==> config.mk <==
export PLATFORM = sky130hd
export DESIGN_NAME = dram_bank_cmd_fsm
export DESIGN_NICKNAME = d
export VERILOG_FILES = /design/src/rtl/dram_bank_cmd_fsm.sv
export SDC_FILE = /design/constraint.sdc
export NUM_CORES = 1
export LEC_CHECK = 0
export ABC_CLOCK_PERIOD_IN_PS = 8100
export BUFFER_PORTS_ARGS = -buffer_cell sky130_fd_sc_hd__buf_2
export CORE_MARGIN = 2
export CORE_UTILIZATION = 45
export CTS_CLUSTER_DIAMETER = 100
export DETAILED_ROUTE_END_ITERATION = 6
export GPL_TIMING_DRIVEN = 0
export HOLD_SLACK_MARGIN = 0.06
export PLACE_DENSITY = 0.62
export SYNTH_ARGS = -nofsm -noshare
export SYNTH_HDL_FRONTEND = slang
export SYNTH_SLANG_ARGS = --single-unit
==> constraint.sdc <==
create_clock -name clk -period 8.1 [get_ports clk]
set_input_delay 1.215 -clock clk [delete_from_list [all_inputs] [get_ports clk]]
set_output_delay 1.215 -clock clk [all_outputs]
set_load 0.01 [all_outputs]
==> src/rtl/dram_bank_cmd_fsm.sv <==
// dram_bank_cmd_fsm: single-bank-at-a-time DRAM command sequencer.
// Keeps an open-row table per bank, classifies each accepted request as
// EMPTY/HIT/MISS and walks ACT/RD/WR/PRE/PREA/REF with per-command wait
// counters. Refresh requests take priority over access requests in IDLE.
//
// Optional feature macro: OPEN_PAGE_EN
//   defined   - rows stay open after an access (open-page policy)
//   undefined - every access is followed by an auto-precharge of its bank
//
// Handshake: a request transfers on a cycle where req_valid && req_ready are
// both high at the rising clock edge; req_ready never depends on req_valid.
// rf_req is a level that the requester holds until the 1-cycle rf_ack pulse.
module dram_bank_cmd_fsm #(
    parameter int NUM_BANKS = 4,
    parameter int ROW_W     = 14,
    parameter int T_RCD     = 3,
    parameter int T_RP      = 3,
    parameter int T_CL      = 4,
    parameter int T_WR      = 5,
    parameter int T_RFC     = 8,
    localparam int BANK_W   = $clog2(NUM_BANKS)
) (
    input  logic              clk,
    input  logic              rst,
    input  logic              init_done,
    input  logic              rf_req,
    output logic              rf_ack,
    input  logic              req_valid,
    output logic              req_ready,
    input  logic              req_write,
    input  logic [BANK_W-1:0] req_bank,
    input  logic [ROW_W-1:0]  req_row,
    output logic              cmd_valid,
    output logic [2:0]        cmd_state,
    output logic [BANK_W-1:0] cmd_bank,
    output logic [ROW_W-1:0]  cmd_row,
    output logic [1:0]        row_stat,
    output logic              all_row_closed,
    output logic              ram_wait,
    output logic              done,
    output logic [3:0]        dbg_state
);

`ifdef OPEN_PAGE_EN
    localparam bit OPEN_PAGE = 1'b1;
`else
    localparam bit OPEN_PAGE = 1'b0;
`endif

    // Counter must hold the largest latency value (compared before loading T-1).
    localparam int T_M1  = (T_RCD > T_RP) ? T_RCD : T_RP;
    localparam int T_M2  = (T_CL > T_WR) ? T_CL : T_WR;
    localparam int T_M3  = (T_M1 > T_M2) ? T_M1 : T_M2;
    localparam int T_MAX = (T_M3 > T_RFC) ? T_M3 : T_RFC;
    localparam int CNT_W = $clog2(T_MAX + 1);

    localparam logic [2:0] CMD_NOP  = 3'd0;
    localparam logic [2:0] CMD_ACT  = 3'd1;
    localparam logic [2:0] CMD_RD   = 3'd2;
    localparam logic [2:0] CMD_WR   = 3'd3;
    localparam logic [2:0] CMD_PRE  = 3'd4;
    localparam logic [2:0] CMD_PREA = 3'd5;
    localparam logic [2:0] CMD_REF  = 3'd6;
    localparam logic [2:0] CMD_INIT = 3'd7;

    localparam logic [1:0] CLS_EMPTY = 2'd0;
    localparam logic [1:0] CLS_HIT   = 2'd1;
    localparam logic [1:0] CLS_MISS  = 2'd2;

    typedef enum logic [3:0] {
        ST_INIT   = 4'd0,
        ST_IDLE   = 4'd1,
        ST_ACT    = 4'd2,
        ST_ACT_W  = 4'd3,
        ST_RW     = 4'd4,
        ST_RW_W   = 4'd5,
        ST_PRE    = 4'd6,
        ST_PRE_W  = 4'd7,
        ST_PREA   = 4'd8,
        ST_PREA_W = 4'd9,
        ST_REF    = 4'd10,
        ST_REF_W  = 4'd11
    } state_t;

    state_t               state_q, state_d;
    logic [CNT_W-1:0]     cnt_q, cnt_d;
    logic                 lat_write;
    logic [BANK_W-1:0]    lat_bank;
    logic [ROW_W-1:0]     lat_row;
    logic [1:0]           row_stat_q;
    logic                 done_q, done_d;
    logic [NUM_BANKS-1:0] row_valid;
    logic [ROW_W-1:0]     row_addr [NUM_BANKS];
    logic [BANK_W-1:0]    cmd_bank_q;
    logic [ROW_W-1:0]     cmd_row_q;
    logic [1:0]           req_class;
    logic                 accept;
    logic [CNT_W-1:0]     rw_lat;
    logic                 cmd_valid_c;
    logic [2:0]           cmd_state_c;
    logic                 rf_ack_c;
    logic                 req_ready_c;

    assign rw_lat = lat_write ? CNT_W'(T_WR) : CNT_W'(T_CL);

    // Classify the incoming request against the open-row table.
    always_comb begin
        req_class = CLS_EMPTY;
        if (row_valid[req_bank]) begin
            req_class = (row_addr[req_bank] == req_row) ? CLS_HIT : CLS_MISS;
        end
    end

    // Next-state, counter and command decode.
    always_comb begin
        state_d     = state_q;
        cnt_d       = cnt_q;
        cmd_valid_c = 1'b0;
        cmd_state_c = CMD_NOP;
        rf_ack_c    = 1'b0;
        req_ready_c = 1'b0;
        done_d      = 1'b0;
        accept      = 1'b0;
        case (state_q)
            ST_INIT: begin
                cmd_state_c = CMD_INIT;
                if (init_done) state_d = ST_IDLE;
            end
            ST_IDLE: begin
                if (rf_req) begin
                    state_d = (|row_valid) ? ST_PREA : ST_REF;
                end else begin
                    req_ready_c = 1'b1;
                    if (req_valid) begin
                        accept = 1'b1;
                        case (req_class)
                            CLS_HIT:  state_d = ST_RW;
                            CLS_MISS: state_d = ST_PRE;
                            default:  state_d = ST_ACT;
                        endcase
                    end
                end
            end
            ST_ACT: begin
                cmd_valid_c = 1'b1;
                cmd_state_c = CMD_ACT;
                if (T_RCD == 1) begin
                    state_d = ST_RW;
                end else begin
                    cnt_d   = CNT_W'(T_RCD - 1);
                    state_d = ST_ACT_W;
                end
            end
            ST_ACT_W: begin
                cnt_d = cnt_q - CNT_W'(1);
                if (cnt_q == CNT_W'(1)) state_d = ST_RW;
            end
            ST_RW: begin
                cmd_valid_c = 1'b1;
                cmd_state_c = lat_write ? CMD_WR : CMD_RD;
                if (rw_lat == CNT_W'(1)) begin
                    done_d = 1'b1;
                    if (OPEN_PAGE) state_d = ST_IDLE;
                    else           state_d = ST_PRE;
                end else begin
                    cnt_d   = rw_lat - CNT_W'(1);
                    state_d = ST_RW_W;
                end
            end
            ST_RW_W: begin
                cnt_d = cnt_q - CNT_W'(1);
                if (cnt_q == CNT_W'(1)) begin
                    done_d = 1'b1;
                    if (OPEN_PAGE) state_d = ST_IDLE;
                    else           state_d = ST_PRE;
                end
            end
            ST_PRE: begin
                cmd_valid_c = 1'b1;
                cmd_state_c = CMD_PRE;
                if (T_RP == 1) begin
                    if (OPEN_PAGE) state_d = ST_ACT;
                    else           state_d = ST_IDLE;
                end else begin
                    cnt_d   = CNT_W'(T_RP - 1);
                    state_d = ST_PRE_W;
                end
            end
            ST_PRE_W: begin
                cnt_d = cnt_q - CNT_W'(1);
                if (cnt_q == CNT_W'(1)) begin
                    if (OPEN_PAGE) state_d = ST_ACT;
                    else           state_d = ST_IDLE;
                end
            end
            ST_PREA: begin
                cmd_valid_c = 1'b1;
                cmd_state_c = CMD_PREA;
                if (T_RP == 1) begin
                    state_d = ST_REF;
                end else begin
                    cnt_d   = CNT_W'(T_RP - 1);
                    state_d = ST_PREA_W;
                end
            end
            ST_PREA_W: begin
                cnt_d = cnt_q - CNT_W'(1);
                if (cnt_q == CNT_W'(1)) state_d = ST_REF;
            end
            ST_REF: begin
                cmd_valid_c = 1'b1;
                cmd_state_c = CMD_REF;
                rf_ack_c    = 1'b1;
                if (T_RFC == 1) begin
                    state_d = ST_IDLE;
                end else begin
                    cnt_d   = CNT_W'(T_RFC - 1);
                    state_d = ST_REF_W;
                end
            end
            ST_REF_W: begin
                cnt_d = cnt_q - CNT_W'(1);
                if (cnt_q == CNT_W'(1)) state_d = ST_IDLE;
            end
            default: state_d = ST_INIT;
        endcase
    end

    // State, counter, request latch and completion pulse registers.
    always_ff @(posedge clk or posedge rst) begin
        if (rst) begin
            state_q    <= ST_INIT;
            cnt_q      <= '0;
            lat_write  <= 1'b0;
            lat_bank   <= '0;
            lat_row    <= '0;
            row_stat_q <= CLS_EMPTY;
            done_q     <= 1'b0;
            cmd_bank_q <= '0;
            cmd_row_q  <= '0;
        end else begin
            state_q    <= state_d;
            cnt_q      <= cnt_d;
            done_q     <= done_d;
            cmd_bank_q <= cmd_bank;
            cmd_row_q  <= cmd_row;
            if (accept) begin
                lat_write  <= req_write;
                lat_bank   <= req_bank;
                lat_row    <= req_row;
                row_stat_q <= req_class;
            end
        end
    end

    // Open-row table: ACT opens, PRE closes one bank, PREA closes all.
    always_ff @(posedge clk or posedge rst) begin
        if (rst) begin
            row_valid <= '0;
            for (int i = 0; i < NUM_BANKS; i++) row_addr[i] <= '0;
        end else begin
            case (state_q)
                ST_ACT: begin
                    row_valid[lat_bank] <= 1'b1;
                    row_addr[lat_bank]  <= lat_row;
                end
                ST_PRE:  row_valid[lat_bank] <= 1'b0;
                ST_PREA: row_valid <= '0;
                default: ;
            endcase
        end
    end

    // Command address outputs hold their last issued value between commands.
    assign cmd_bank       = cmd_valid_c ? lat_bank : cmd_bank_q;
    assign cmd_row        = (state_q == ST_ACT) ? lat_row : cmd_row_q;
    assign cmd_valid      = cmd_valid_c;
    assign cmd_state      = cmd_state_c;
    assign rf_ack         = rf_ack_c;
    assign req_ready      = req_ready_c;
    assign row_stat       = row_stat_q;
    assign all_row_closed = ~|row_valid;
    assign ram_wait       = (state_q != ST_IDLE) && (state_q != ST_INIT);
    assign done           = done_q;
    assign dbg_state      = state_q;

endmodule

# --- Word level (Yosys, flattened, before mapping) ---
# Cells that the tools add are included.
op_classes:
  n_eq_ne: 24
  n_mux: 41
  bitwise: 5
  order_cmp: 6
  reduce_logical: 15
  add_sub_neg: 2
op_table:
  columns: ["op", "count"]
  rows:
  - ["56-bit bitwise mux", 1]
  - ["14-bit two-way mux", 4]
  - ["4-bit case mux with 11 select lines", 1]
  - ["4-bit two-way mux", 8]
  - ["14-bit binary-select mux with 2-bit select", 1]
  - ["14-bit demux with 2-bit select", 1]
  - ["3-bit case mux with 6 select lines", 1]
  - ["4-bit by 3-bit equality test with 1-bit output, second input constant", 4]
  - ["4-bit equality test, second input constant", 4]
  - ["4-bit case mux with 4 select lines", 1]
  - ["14-bit equality test", 1]
  - ["1-bit two-way mux", 13]
  - ["4-bit case mux with 3 select lines", 1]
  - ["2-bit two-way mux", 5]
  - ["2-bit != test, second input constant", 5]
  - ["5-bit OR reduction", 2]
  - ["4-bit by 1-bit equality test with 1-bit output, second input constant", 2]
  - ["4-bit by 2-bit equality test with 1-bit output, second input constant", 2]
  - ["4-bit nonzero test", 2]
  - ["3-bit greater-or-equal comparator, second input constant", 2]
  - ["2-bit by 3-bit less-than comparator with 1-bit output, second input constant", 2]
  - ["2-bit NOT with 3-bit output", 2]
  - ["3-bit case mux with 2 select lines", 1]
  - ["6-bit AND reduction", 1]
  - ["24 further kinds", 26]
totals:
  output_inout_bits: 31
  inputBits: 22
  wordCells: 107
  reg_bits: 104

# --- Depth between registers and ports, before layout ---
depth:
  depth_word: 12
  mapped_depth: 9
  mapped_depth_nobuf: 7

# --- Worst setup path after synthesis ---
# No wires, ideal clock.
synth_path:
  path_type: "register -> output"
  startpoint: "register state_q[2] (netlist: dbg_state[2])"
  endpoint: "output cmd_row[10]"
  slack_ns: 5.028
  path_stages_with_launch: 6
  path_buffers: 2
  required_ns: 6.885
  arrival_time_ns: 1.857
  path_cell_list: "dfrtp_1 > clkbuf_1 > nand2b_1 > nor3_2 > clkbuf_1 > mux2_2"
synth_between:
  elab_chain_cells: 2
synth_rtl:
  columns: ["item", "line", "source"]
  rows:
  - ["start, declared", "85", "state_t state_q, state_d;"]
  - ["start signal, assigned", "242", "state_q <= state_d;"]
  - ["4-bit by 2-bit equality test with 1-bit output", "276", "assign cmd_row = (state_q == ST_ACT) ? lat_row : cmd_row_q;"]
  - ["14-bit two-way mux", "276", null]
  - ["end, declared", "36", "output logic [ROW_W-1:0] cmd_row,"]
# Every way passes these cells.

# --- Worst setup path in the final report ---
layout_path:
  startpoint: "register state_q[2] (netlist: dbg_state[2])"
  endpoint: "output cmd_row[7]"
# The elaborated chain is that of the path after synthesis.

==> impl_metrics.env <==
export IMPL_finalHoldViolCount=0
export IMPL_post_cts_resized=0
export IMPL_end_kind="primary output"
export IMPL_netlist_instances=374
export IMPL_synth_fa_ha_area_share_pct=0.5035
export IMPL_hpwl_mm=7.076
export IMPL_ys_seq_area_share_pct=52.37
export IMPL_post_route_drc_count=0
export IMPL_fmax_ghz=0.2343
export IMPL_hp_class="reg2reg"
export IMPL_synth_compound_area_share_pct=5.765
export IMPL_antenna_cells=0
export IMPL_synth_edf_count=0
export IMPL_synth_simple_area_share_pct=7.377
export IMPL_setup_viol_count_final=0
export IMPL_grt_pass1_vias=3191
export IMPL_min_path_cells=1
export IMPL_synth_async_reset_ratio_pct=100.0
export IMPL_start_kind="flip-flop"
export IMPL_synth_xor_area_share_pct=2.820
export IMPL_synthFlopType="dfrtp_1"
export IMPL_finalClockSkew_ns=0.01478
export IMPL_maxSlewViolCount=0
export IMPL_dr_first_iter_drc_count=128
export IMPL_drtPass1Iterations=4
export IMPL_gp_congestion=0.8826
export IMPL_initial_utilization_pct=46.05
export IMPL_layout_drive_gt1_share_pct=39.09
export IMPL_dieArea_um2=11900
export IMPL_pin_count=53
export IMPL_cts_root_buffer="clkbuf_8"
export IMPL_fp_dieH_um=109.1
export IMPL_path_cells="clkbuf_1 -> nand2b_1 -> nor3_2 -> clkbuf_1 -> mux2_2 -> buf_2"
export IMPL_ys_types=50
export IMPL_outcome="completed"
export IMPL_grt_pass1_wl_mm=17.05
export IMPL_tightest_slew_ns=1.169
export IMPL_seqPwrFrac_pct=43.8
export IMPL_intPower_mw=1.249
export IMPL_critPathMostFrequentCell="clkbuf_1"
export IMPL_reg2regPathDepth=5
export IMPL_via_per_inst=5.560
export IMPL_synth_top_family_by_area="multiplexers"
export IMPL_r2r_slack_ns=5.25
export IMPL_maxCapViolations=0
export IMPL_power_density_nw_per_um2=351.3
export IMPL_ir_worst_vdd_mv=0.1808
export IMPL_die_w_um=109.1
export IMPL_finalSetupTns_ns=0
export IMPL_switchingPower_mw=0.7168
export IMPL_num_vias=3225
export IMPL_power_frac_clock_pct=15.0
export IMPL_ys_ff_latch=104
export IMPL_cts_path_max_buffers=2
export IMPL_gr_total_overflow=0
export IMPL_worstPathMaxFanout=10
export IMPL_rsz0062_at_grt="no"
export IMPL_rows=38
export IMPL_yosys_warnings=0
export IMPL_placement_io_buffers=50
export IMPL_path_class="reg2out"
export IMPL_numCtsBuffers=9
export IMPL_grt_max_degree=58
export IMPL_cp_required_ns=6.88
export IMPL_leakagePower_nw=2.607
export IMPL_min_period_ns=4.268
export IMPL_slew_headroom_pct=21.34
export IMPL_layout_nets=460
export IMPL_crit_slowest_cell="clkbuf_1"
export IMPL_switching_share_pct=36.47
export IMPL_ant_nets=0
export IMPL_insertion_delay_ns=0.38
export IMPL_max_stage_delay_ns=0.64
export IMPL_antenna_found_initial=0
export IMPL_cts_htree_levels=3
export IMPL_drt_wirelength_per_cell_um=18.01
export IMPL_cts_tree="built"
export IMPL_finalCritPeriodShare_pct=52.69
export IMPL_p_comb_share_pct=41.2
export IMPL_post_cts_buffers=0
export IMPL_synth_area_um2=4970
export IMPL_postCtsHoldBufs=0
export IMPL_synthMuxAreaShare_pct=27.95
export IMPL_grt_usage_pct=19.21
export IMPL_syn_nets=398
export IMPL_cts_sinks=104
export IMPL_utilization_pct=51.84
export IMPL_arrival_ns=3.05
export IMPL_synth_area_per_cell_um2=13.29
export IMPL_syn_to_final_growth_pct=12.59
export IMPL_routed_wirelength_mm=10.45
export IMPL_coreArea_um2=10790
export IMPL_clk_pin_slew_ns=0.10
-- worst max-delay path, delay by kind of cell, from the launching register on --
family                 cells  cell delay, ns
buffers and inverters      3            0.99
and+or+nand+nor            2            0.86
muxes                      1            0.43
DFF                        1            0.39
-- cell usage after synthesis (all sizes together), types with 5 or more instances --
cell type | number | area [um^2]
a21oi | 10 | 50.05
nand4 | 5 | 31.28
nor2 | 14 | 52.55
inv | 5 | 18.76
o21ai | 14 | 70.07
xnor2 | 14 | 122.6
mux4 | 15 | 386.6
clkbuf | 14 | 62.56
mux2 | 89 | 1002
dfrtp | 104 | 2603
nand2 | 24 | 90.09
buf | 12 | 78.82
nand3 | 5 | 25.02
-- per-layer routing --
metal | vias to the layer above | share of wire [%] | track usage (%) | routed length (um)
li1 | 1500 | - | - | -
met1 | 1620 | 46 | 26.89 | 4761
met2 | 90 | 47 | 29.28 | 4957
met3 | 15 | 5.3 | 4.184 | 551
met4 | 0 | 1.7 | 7.418 | 178
met5 | - | 0 | 0 | 0
-- final timing paths --
kind | startpoint | to
setup / recovery | dbg_state[2] | cmd_row[7]
hold / removal | cmd_row_q[6] | cmd_row_q[6]
setup reg to reg | dbg_state[2] | row_addr[6]
hold reg to reg | cmd_row_q[6] | cmd_row_q[6]
max in group asynchronous | rst | cmd_row_q[3]
min in group asynchronous | rst | cnt_q[1]
-- through the flow --
stage	hold slack [ns]	instances	instance area, um^2	setup slack (ns)	total power, mW
2_1_floorplan	0.4516	374	4970	4.153	1.438
3_3_place_gp	0.4666	564	5395	2.913	1.655
3_5_place_dp	0.4818	565	5425	4.182	1.684
4_1_cts	0.5039	580	5595	3.739	1.985
5_1_grt	0.5140	580	5595	3.604	2.124
6_report	0.4960	580	5595	3.832	1.965
-- cells in the final DEF, fill, tap and decap left out, drive strengths merged, types with 2 or more instances in the layout --
cell type / n
a22oi: 2
o21ai: 14
mux2: 89
ha: 2
a21oi: 10
xnor2: 14
nor3: 3
o22ai: 4
nor3b: 2
nand2: 24
nand3: 5
o211ai: 2
or4: 3
clkbuf: 24
or3: 3
xor2: 2
nor2: 14
inv: 6
clkinv: 4
nor4: 3
dfrtp: 104
buf: 63
mux4: 15
a31oi: 4
nand4: 5
nand2b: 4
-- kinds of logic after synthesis --
group	count (synthesis)
xor+xnor	16
simple gates	71
fa+ha+maj	2
flops	104
mux	104
buf+inv	31
compound gates	46
-- area by class of cell --
class                           instances  area [um^2]
Tap cell                              140        175.2
Clock buffer                           10        137.6
Timing Repair Buffer                   51        277.8
Buffer                                 26        141.4
Inverter                                5        21.27
Sequential cell                       104         2603
Multi-Input combinational cell        239         2207
Fill cell                             943         5197
Clock inverter                          5        32.53
-- sequential cells by signal, indices dropped and copies added (netlist names) --
register,cells
cmd_bank_q,2
cmd_row_q,14
cnt_q,4
dbg_state,4
done,1
lat_bank,2
lat_row,14
lat_write,1
row_addr,56
row_stat,2
row_valid,4
-- power groups by stage --
stage	logic (mW)	registers, mW	clock network (mW)
floorplan	0.608	0.830	0
global placement	0.792	0.863	0
detailed placement	0.814	0.871	0
CTS	0.816	0.861	0.308
global route	0.896	0.896	0.332
finish	0.810	0.860	0.295
(Power assumes the default switching activity.)
